$ cat config.mk
export PLATFORM = sky130hd
export DESIGN_NAME = elastic_skid
export DESIGN_NICKNAME = d
export VERILOG_FILES = /design/src/rtl/elastic_skid_pkg.sv /design/src/rtl/elastic_skid_stats.sv /design/src/rtl/elastic_skid.sv
export SDC_FILE = /design/constraint.sdc
export NUM_CORES = 1
export LEC_CHECK = 0
export CAP_MARGIN = 10
export CORE_UTILIZATION = 45
export DETAILED_ROUTE_END_ITERATION = 10
export HOLD_SLACK_MARGIN = 0.12
export PLACE_DENSITY_LB_ADDON = 0.1
export SLEW_MARGIN = 10
export SYNTH_ARGS = -nofsm -noshare
export SYNTH_HDL_FRONTEND = slang
export SYNTH_SLANG_ARGS = --single-unit
$ cat constraint.sdc
create_clock -name clk_i -period 1.84 [get_ports clk_i]
set_input_delay 0.276 -clock clk_i [delete_from_list [all_inputs] [get_ports clk_i]]
set_output_delay 0.276 -clock clk_i [all_outputs]
set_load 0.01 [all_outputs]
$ cat src/rtl/elastic_skid_pkg.sv
// Shared types and constants for the elastic_skid two-entry skid buffer.
package elastic_skid_pkg;

  typedef enum logic [1:0] {
    EMPTY = 2'd0,
    BUSY  = 2'd1,
    FULL  = 2'd2
  } state_t;

  localparam int StallCountWidth = 16;

endpackage : elastic_skid_pkg

$ cat src/rtl/elastic_skid_stats.sv
// Saturating counter of output stall cycles for elastic_skid.
// Only instantiated when ELASTIC_SKID_STATS_EN is defined.
module elastic_skid_stats
  import elastic_skid_pkg::*;
(
  input  logic                       clk_i,
  input  logic                       reset_i,
  input  logic                       stall,
  output logic [StallCountWidth-1:0] stall_count
);

  // Stops at all-ones so a long stall never wraps back to a small value.
  always_ff @(posedge clk_i or posedge reset_i) begin
    if (reset_i) begin
      stall_count <= '0;
    end else if (stall && (stall_count != '1)) begin
      stall_count <= stall_count + 1'b1;
    end
  end

endmodule : elastic_skid_stats

$ cat src/rtl/elastic_skid.sv
// Two-entry skid buffer cutting both the valid/data and the ready paths.
// Optional stall statistics (stall_count_o, full_o) under ELASTIC_SKID_STATS_EN.
module elastic_skid
  import elastic_skid_pkg::*;
#(
  parameter int unsigned DataWidth        = 8,
  parameter bit          ClearDataOnReset = 1'b0
) (
  input  logic                       clk_i,
  input  logic                       reset_i,
  input  logic [DataWidth-1:0]       data_i,
  input  logic                       valid_i,
  output logic                       ready_o,
  output logic                       valid_o,
  output logic [DataWidth-1:0]       data_o,
  input  logic                       ready_i
`ifdef ELASTIC_SKID_STATS_EN
  ,
  output logic [StallCountWidth-1:0] stall_count_o,
  output logic                       full_o
`endif
);

  state_t               state_q, state_d;
  logic [DataWidth-1:0] main_q, skid_q, main_d;
  logic                 main_en, skid_en;
  logic                 in_fire, out_fire;

  // Both handshake outputs decode the registered state only.
  assign valid_o  = (state_q != EMPTY);
  assign ready_o  = (state_q != FULL);
  assign data_o   = main_q;
  assign in_fire  = valid_i && ready_o;
  assign out_fire = valid_o && ready_i;

  always_ff @(posedge clk_i or posedge reset_i) begin
    if (reset_i) begin
      state_q <= EMPTY;
    end else begin
      state_q <= state_d;
    end
  end

  always_comb begin
    state_d = state_q;
    main_en = 1'b0;
    skid_en = 1'b0;
    main_d  = data_i;
    unique case (state_q)
      EMPTY: begin
        if (in_fire) begin
          main_en = 1'b1;
          state_d = BUSY;
        end
      end
      BUSY: begin
        if (in_fire && out_fire) begin
          main_en = 1'b1;
        end else if (in_fire) begin
          skid_en = 1'b1;
          state_d = FULL;
        end else if (out_fire) begin
          state_d = EMPTY;
        end
      end
      FULL: begin
        // Skid beat is younger than main, so it moves forward on drain.
        if (ready_i) begin
          main_en = 1'b1;
          main_d  = skid_q;
          state_d = BUSY;
        end
      end
      default: begin
        state_d = EMPTY;
      end
    endcase
  end

  generate
    if (ClearDataOnReset) begin : g_data_clear
      always_ff @(posedge clk_i or posedge reset_i) begin
        if (reset_i) begin
          main_q <= '0;
          skid_q <= '0;
        end else begin
          if (main_en) main_q <= main_d;
          if (skid_en) skid_q <= data_i;
        end
      end
    end else begin : g_data_keep
      // No reset on the payload; loads are blocked while reset is held.
      always_ff @(posedge clk_i) begin
        if (main_en && !reset_i) main_q <= main_d;
        if (skid_en && !reset_i) skid_q <= data_i;
      end
    end
  endgenerate

`ifdef ELASTIC_SKID_STATS_EN
  assign full_o = (state_q == FULL);

  elastic_skid_stats u_stats (
    .clk_i       (clk_i),
    .reset_i     (reset_i),
    .stall       (valid_o && !ready_i),
    .stall_count (stall_count_o)
  );
`endif

endmodule : elastic_skid

# Word-level counts from Yosys, hierarchy flattened
# Index checks and enable logic that the tools add are counted.
# W data, S select, Z words.
dict set report totals {
  register_bits 18
  latch_bits 0
  ramBits 0
  mem_bits_ro 0
  out_inout_bits 10
  elab_cells 33
  memories 0
}
dict set report classes {
  add_sub_neg 0
  mul 0
  n_div 0
  n_lt_le_gt_ge 0
  n_eq_ne 7
  shifts 0
  n_mux 14
  bitwise 0
  n_reduce_logical 9
}
# cell count
set ops {}
lappend ops {{$mux W8} 2}
lappend ops {{$mux W2} 5}
lappend ops {{$ne A2 B2 Y1 const B} 4}
lappend ops {{$pmux W2 S3} 1}
lappend ops {{$logic_and A1 B1 Y1} 5}
lappend ops {{$mux W1} 5}
lappend ops {{$reduce_and A4 Y1} 1}
lappend ops {{$ne A3 B3 Y1 const B} 1}
lappend ops {{$pmux W1 S3} 1}
lappend ops {{$eq A2 B1 Y1 const B} 1}
lappend ops {{$eq A2 B2 Y1 const B} 1}
lappend ops {{$logic_not A2 Y1} 1}
lappend ops {{$reduce_bool A2 Y1} 1}
lappend ops {{$logic_not A1 Y1} 1}

# Logic depth before layout (Yosys ltp)
# Gate-level depths: netlist of the first run.
dict set report logic_depth {
  ltp_word 6
  mapped_depth 3
}

# Worst setup path after synthesis of the first run
# Ideal clock, no wire load.
dict set report synth_path {
  kind {reg2reg}
  startpoint {register state_q[1]}
  endpoint {register main_q[0] (netlist: data_o[0]), enable pin}
  setup_time_ns 0.378
  arrival_time_ns 1.303
  required_ns 1.462
  path_slack_ns 0.159
  stages_incl_launch_ff 3
  n_path_buf 0
  period_less_slack_ns 1.681
  cell_sequence {dfrtp_1 > or3b_1 > a31oi_1}
}
dict set report synth_via {
  elab_chain_cells 6
  elab_cells_between_ends 12
}
# item line
set synth_rtl {}
lappend synth_rtl {{start, declared} elastic_skid.sv:24} ;# state_t state_q, state_d;
lappend synth_rtl {{start signal, assigned} elastic_skid.sv:40} ;# state_q <= state_d;
lappend synth_rtl {{$ne A2 B2 Y1 / $reduce_bool A2 Y1 (equally long branches)} {elastic_skid.sv:31, elastic_skid.sv:30}}
lappend synth_rtl {{$logic_and A1 B1 Y1, on equally long branches} {elastic_skid.sv:33, elastic_skid.sv:34}}
lappend synth_rtl {{$logic_and A1 B1 Y1} elastic_skid.sv:57} ;# if (in_fire && out_fire) begin
lappend synth_rtl {{$mux W1} elastic_skid.sv:57}
lappend synth_rtl {{$pmux W1 S3 *} elastic_skid.sv:49} ;# unique case (state_q)
lappend synth_rtl {{$logic_and A1 B1 Y1 *} elastic_skid.sv:94} ;# if (main_en && !reset_i) main_q <= main_d;
lappend synth_rtl {{end signal, assigned} elastic_skid.sv:94}
lappend synth_rtl {{end, declared} elastic_skid.sv:25} ;# logic [DataWidth-1:0] main_q, skid_q, main_d;
# Mark *: on every way between the ends. The rest lies on a longest branch, timed or not.
# A chain may end at the register's enable or synchronous reset.

# Worst setup path in the final report of the first run
dict set report layout_path {
  startpoint {register state_q[1]}
  endpoint {output port valid_o}
}
dict set report layout_via {
  elab_chain_cells 1
}
# item line
set layout_rtl {}
lappend layout_rtl {{$reduce_bool A2 Y1} elastic_skid.sv:30} ;# assign valid_o = (state_q != EMPTY);
lappend layout_rtl {{end, declared} elastic_skid.sv:14} ;# output logic valid_o,
# Every way passes these cells.

==> key figures, run 1 <==
Route
  • WL per Instance: 14.3 µm
  • Drc violations: 0
  • Vias per inst: about 5.3
  • Post-Route WL: 1260 µm
  • Post-route antenna net violation count: 0
  • Pre-antenna DRT Iters: 4
  • DR iter-0 viols: 5
  • DR vias: between 400 and 500

Logic synthesis
  • Post-synthesis adder-cell area fraction: 0%
  • Xor/xnor share of the synthesized area: 0%
  • Syn avg cell area: 18.6 µm²
  • Post-synthesis sequential area ratio: 69.4%
  • #FFs+latches synth: 18
  • Synth top cells by count: 16 x edfxtp_1, 8 x mux2_4, 3 x nand3b_1
  • Synth Area in Simple Gates: 9.82%
  • Mux cell area share after synthesis: 15.7%
  • Yosys cell types: 16
  • Post-synth EDFFs: 16
  • Yosys top cell by area: edfxtp_1
  • Syn. warnings: 0
  • Synth Area in Compound Gates: approximately 3.1%
  • Synth Cell Area: 764 µm²
  • Dominant synthesized flop cell: edfxtp_1
  • Combinational family with the most area after synthesis: multiplexers
  • Most common cell in the netlist: edfxtp_1
  • Fraction of registers with async set/reset: 11.1%
  • Largest cells by area after synthesis: edfxtp_1 63%, mux2_4 16%, dfrtp_1 6.5%
  • Post-synth top area share: a little over three fifths
  • Post-synth net total: 53
  • Syn Inst Count: 41

CTS
  • Clk slew on worst S/H paths: 100 ps
  • H-tree Lvls: 1
  • Clock Path Buffers: 2
  • CTS tree: built
  • Skew-Pair Late Insertion Delay: 290 ps
  • Clk sinks: 18
  • CTS Buf Count: 3
  • Clock root buffer: clkbuf_4
  • Hold-fix buffers, CTS: 0

Critical path
  • CP Max Fanout: 7
  • CP Launch Type: flip-flop
  • CP cell instances: or2_2 -> clkdlybuf4s50_1
  • Max stage delay cell, worst path: clkdlybuf4s50_1
  • Arr. time, crit path: 1510 ps
  • CP Class: flip-flop to output port
  • Crit end category: output port
  • Req. time, crit path: 1560 ps
  • Max incr delay on CP: 480 ps

STA
  • Relative slew slack: 84.0%
  • Setup ws final: 58.6 ps
  • Setup violators final: 0
  • Crit share post-route: 96.8%
  • RSZ-0062 raised after global routing: no
  • Hold Vio Cnt, Final: 0
  • WHS: between 200 and 250 ps
  • Fin. max-slew vios: 0
  • Clock skew: 0.802 ps
  • Slew @ Worst Pin: approximately 240 ps
  • TNS Setup: 0 ps
  • Fmax: 561 MHz
  • Tmin final: 1780 ps

Power and ir drop
  • Power Density: slightly below 800 nW/µm²
  • Leakage: 0.000415 µW
  • Max IR drop VDD: 0.000478 V

Global routing
  • First-pass GRT wire length: 1990 µm
  • Antenna violations before repair: 0
  • Largest net degree at the start of global routing: 11
  • Vias in the first global route: 453
  • GRT Residual Overflow: 0
  • Total GRT Usage: between 10% and 20%

Flow run
  • Max Cap Viol: 0

Floorplanning
  • Die X: 43.2 µm
  • Std-Cell Core Area: 1540 µm²
  • DIE HEIGHT: 43.2 µm
  • # rows: 14
  • Starting Density: 49.6%
  • Die area: 1870 µm²
  • I/O Pins: 22

Placement
  • DP Wirelength: between 900 and 1000 µm
  • PortBufs: 21
  • DP Worst Slack: 72.5 ps
  • RePlAce Congestion: around 0.67

Cells and area
  • Final Net Count: 85
  • ANT cells: 0
  • Share of layout cells above drive strength 1: between 30% and 40%
  • Layout Area Growth over Synthesis: 39.3%
  • Filler cell count: 118

Hold path
  • Min-delay worst type: input port to asynchronous set/reset pin

Run status
  • Status: complete, no violations
## power by group
group,switching [µW],internal (µW)
sequential,13.1,474
combinational,52.6,97.1
clock,117,78.9
## logic make-up (layout without fill, tap and decap cells)
kind of cell | after synthesis | count (layout)
AO/OA/AOI/OAI | 3 | 3
buffers and inverters | 2 | 33
flip-flops | 18 | 18
multiplexers | 8 | 8
AND/OR/NAND/NOR | 10 | 10
## routing by layer
metal	up-vias	track usage [%]	share of wire, %
li1	222	-	-
met1	218	19.3	44
met2	18	24.5	50
met3	4	3.83	4.4
met4	0	7.27	1.5
met5	-	0	0
## state kept, by name, indices dropped and copies added (netlist names)
register	cells
skid_q	8
state_q	2
data_o	8
## timing repair
item / 4_1_cts / 5_1_grt
buffers inserted: 0 / 1
setup endpoints to repair: 0 / 1
gates resized for setup: 0 / 2
hold endpoints to repair: 0 / 0
## cell type report
class                           instances  area (µm²)  area share [%]
Multi-Input combinational cell         21         219            20.6
Clock buffer                            3        22.5            2.12
Clock inverter                          1        3.75           0.353
Timing Repair Buffer                   28         263            24.7
Inverter                                1        3.75           0.353
Sequential cell                        18         533            50.1
Tap cell                               16        20.0            1.88
## worst paths after layout
check                           cells after the start         end  slack [ps]       start
worst max-delay path                                2     valid_o          60  state_q[1]
worst min-delay path                                2  state_q[0]         210     reset_i
worst max register to register                      4   skid_q[3]         360  state_q[1]
worst min register to register                      1   data_o[6]         560   skid_q[6]
max in group asynchronous                           2  state_q[1]        1510     reset_i
min in group clk_i                                  1   data_o[6]         560   skid_q[6]
## worst max-delay path: cells and delay by family, from the launching register on
family	cells	cell delay (ps)
flip-flops	1	450
buffers and inverters	1	480
AND/OR/NAND/NOR	1	290
## placed cells by master (no fill, tap or decap)
master | netlist | routed
edfxtp_1 | 16 | 16
a31oi_1 | 1 | 1
dfrtp_2 | 0 | 2
nor2b_1 | 1 | 1
or2b_1 | 1 | 1
or2_2 | 1 | 1
inv_1 | 1 | 1
or4b_1 | 1 | 1
nand3b_1 | 3 | 3
or3b_1 | 1 | 1
clkdlybuf4s50_1 | 0 | 21
clkinv_1 | 0 | 1
clkbuf_4 | 0 | 3
nand2b_1 | 1 | 1
a21oi_1 | 1 | 1
nor3b_1 | 1 | 1
mux2_4 | 8 | 8
buf_4 | 0 | 7
o211ai_2 | 1 | 1
## through the flow
step	utilization, %	power, µW	instance area, µm²	cells
after global placement	66.7	640	1030	83
after floorplan	-	561	764	41
final	69.1	833	1060	88
after global routing	69.1	870	1060	88
after CTS	68.4	839	1050	87
after detailed placement	66.7	643	1030	83
Note: power is estimated with default switching activity, not from simulation.
==> run 2, diff against run 1 <==
CORE_MARGIN = 2   (was unset)
==> key figures, run 2 (synthesized netlist as in run 1, its figures left out) <==
Route
  • DR vias: 457 (was 462)
  • Pre-antenna DRT Iters: 4 (unchanged)
  • Vias per inst: 5.25 (about the same)
  • WL per Instance: 14.1 µm (was 14.3 µm)
  • Drc violations: 0 (unchanged)
  • Post-Route WL: 1230 µm (was 1260 µm)
  • DR iter-0 viols: 11 (was 5)
  • Post-route antenna net violation count: 0 (unchanged)

STA
  • WHS: 210 ps (was 207 ps)
  • Setup violators final: 0 (unchanged)
  • Relative slew slack: 81.1% (was 84.0%)
  • RSZ-0062 raised after global routing: no (unchanged)
  • TNS Setup: 0 ps (unchanged)
  • Tmin final: 1730 ps (was 1780 ps)
  • Crit share post-route: 94.2% (was 96.8%)
  • Fmax: 577 MHz (was 561 MHz)
  • Hold Vio Cnt, Final: 0 (unchanged)
  • Fin. max-slew vios: 0 (unchanged)
  • Clock skew: 3.23 ps (was 0.802 ps)
  • Slew @ Worst Pin: 283 ps (was 240 ps)
  • Setup ws final: 107 ps (was 58.6 ps)

Placement
  • PortBufs: 21 (unchanged)
  • DP Area: 1030 µm² (unchanged)
  • DP Worst Slack: 66.6 ps (was 72.5 ps)
  • RePlAce Congestion: 0.671 (was 0.669)
  • DP Wirelength: 972 µm (was 937 µm)

Power and ir drop
  • Leakage: 0.000420 µW (was 0.000415 µW)
  • Max IR drop VDD: 0.000518 V (was 0.000478 V)
  • Switch Pwr: 178 µW (was 183 µW)
  • Power Density: 783 nW/µm² (about the same)
  • Clock power share: 23.8% (was 23.5%)
  • Comb power frac: 17.5% (was 18.0%)
  • Switching part of the total: 21.5% (was 22.0%)
  • P_int: 651 µW (was 650 µW)
  • Sequential share of power: 58.8% (was 58.5%)

Cells and area
  • Layout Area Growth over Synthesis: 38.5% (was 39.3%)
  • Post-route cell area: 1060 µm² (about the same)
  • Most common cell after layout, fill and taps aside: clkdlybuf4s50_1 (unchanged)
  • Most frequent cells in the layout: 20 x clkdlybuf4s50_1, 16 x edfxtp_1, 8 x mux2_4, 6 x buf_4 (was 21 x clkdlybuf4s50_1, 16 x edfxtp_1, 8 x mux2_4, 7 x buf_4)
  • Share of layout cells above drive strength 1: 28.2% (was 30.6%)
  • Final Net Count: 84 (was 85)
  • ANT cells: 0 (unchanged)

CTS
  • Clock Path Buffers: 2 (unchanged)
  • Skew-Pair Late Insertion Delay: 280 ps (was 290 ps)
  • H-tree Lvls: 1 (unchanged)
  • Clock root buffer: clkbuf_4 (unchanged)
  • Clk sinks: 18 (unchanged)
  • Hold-fix buffers, CTS: 0 (unchanged)
  • Clk slew on worst S/H paths: 90 ps (was 100 ps)
  • CTS tree: built (unchanged)
  • CTS Buf Count: 3 (unchanged)
  • Number of setup buffers added after CTS: 0 (unchanged)
  • Post-cts resize count: 0 (unchanged)

Critical path
  • Req. time, crit path: 1560 ps (about the same)
  • CP Class: flip-flop to output port (unchanged)
  • Max stage delay cell, worst path: clkdlybuf4s50_1 (unchanged)
  • Max incr delay on CP: 480 ps (about the same)
  • Crit end category: output port (unchanged)
  • Arr. time, crit path: 1460 ps (was 1510 ps)
  • CP Max Fanout: 7 (unchanged)
  • CP Launch Type: flip-flop (unchanged)
  • CP cell instances: or2b_1 -> clkdlybuf4s50_1 (was or2_2 -> clkdlybuf4s50_1)

Global routing
  • Largest net degree at the start of global routing: 11 (unchanged)
  • Vias in the first global route: 422 (was 453)
  • Total GRT Usage: 13.2% (was 15.3%)
  • First-pass GRT wire length: 1860 µm (was 1990 µm)
  • Antenna violations before repair: 0 (unchanged)
  • GRT Residual Overflow: 0 (unchanged)

Run status
  • Status: complete, no violations (unchanged)

Floorplanning
  • Std-Cell Core Area: 1540 µm² (unchanged)
  • I/O Pins: 22 (unchanged)
  • Die area: 2040 µm² (was 1870 µm²)
  • DIE HEIGHT: 45.2 µm (was 43.2 µm)
  • Die X: 45.2 µm (was 43.2 µm)
  • # rows: 14 (unchanged)
  • Starting Density: 49.6% (unchanged)

Flow run
  • Max Cap Viol: 0 (unchanged)

Hold path
  • Min-delay worst type: input port to asynchronous set/reset pin (unchanged)
run 2: cell types whose count changed in the layout (fill, tap and decap cells not counted):
cell,previous run,this run
buf_4,7,6
clkbuf_1,0,1
clkdlybuf4s50_1,21,20
clkinv_1,1,0
dfrtp_1,0,1
dfrtp_2,2,1
dlymetal6s2s_1,0,1
run 2: power groups by stage:
stage          clock network, µW  logic [µW]  registers [µW]
6_report                     197         145             487
5_1_grt                      221         155             490
4_1_cts                      203         149             487
3_5_place_dp                   0         147             496
3_3_place_gp                   0         145             495
2_1_floorplan                  0        61.6             499
run 2: cell type report:
type                            instances  area [µm²]
Clock buffer                            4        26.3
Multi-Input combinational cell         21         219
Inverter                                1        3.75
Sequential cell                        18         532
Tap cell                               16        20.0
Timing Repair Buffer                   27         258
Fill cell                             117         483
run 2: path summary, 6_finish.rpt:
kind,start,end,slack (ps),cells after the start
min in group clk_i,skid_q[4],data_o[4],560,1
max in group asynchronous,reset_i,state_q[1],1510,2
worst min-delay path,reset_i,state_q[1],210,2
worst min register to register,skid_q[4],data_o[4],560,1
worst max-delay path,state_q[0],ready_o,110,2
worst max register to register,state_q[1],data_o[6],380,3
run 2: routing by layer:
layer	vias up	part of all wire, %	track usage, %
met1	218	43	16.1
met4	0	0	3.53
li1	223	-	-
met2	16	52	22.9
met5	-	0	0
met3	0	5.1	3.60
run 2: worst max-delay path: cells and delay by family, from the launching register on:
kind,cells,cell delay [ps]
buffers and inverters,1,480
flip-flops,1,440
AND/OR/NAND/NOR,1,250
run 2: metrics by stage:
| step | instances | utilization (%) | power (µW) |
|---|---|---|---|
| 6_report | 87 | 68.7 | 829 |
| 5_1_grt | 87 | 68.7 | 867 |
| 4_1_cts | 87 | 68.4 | 839 |
| 3_5_place_dp | 83 | 66.7 | 643 |
| 3_3_place_gp | 83 | 66.7 | 640 |
| 2_1_floorplan | 41 | - | 561 |
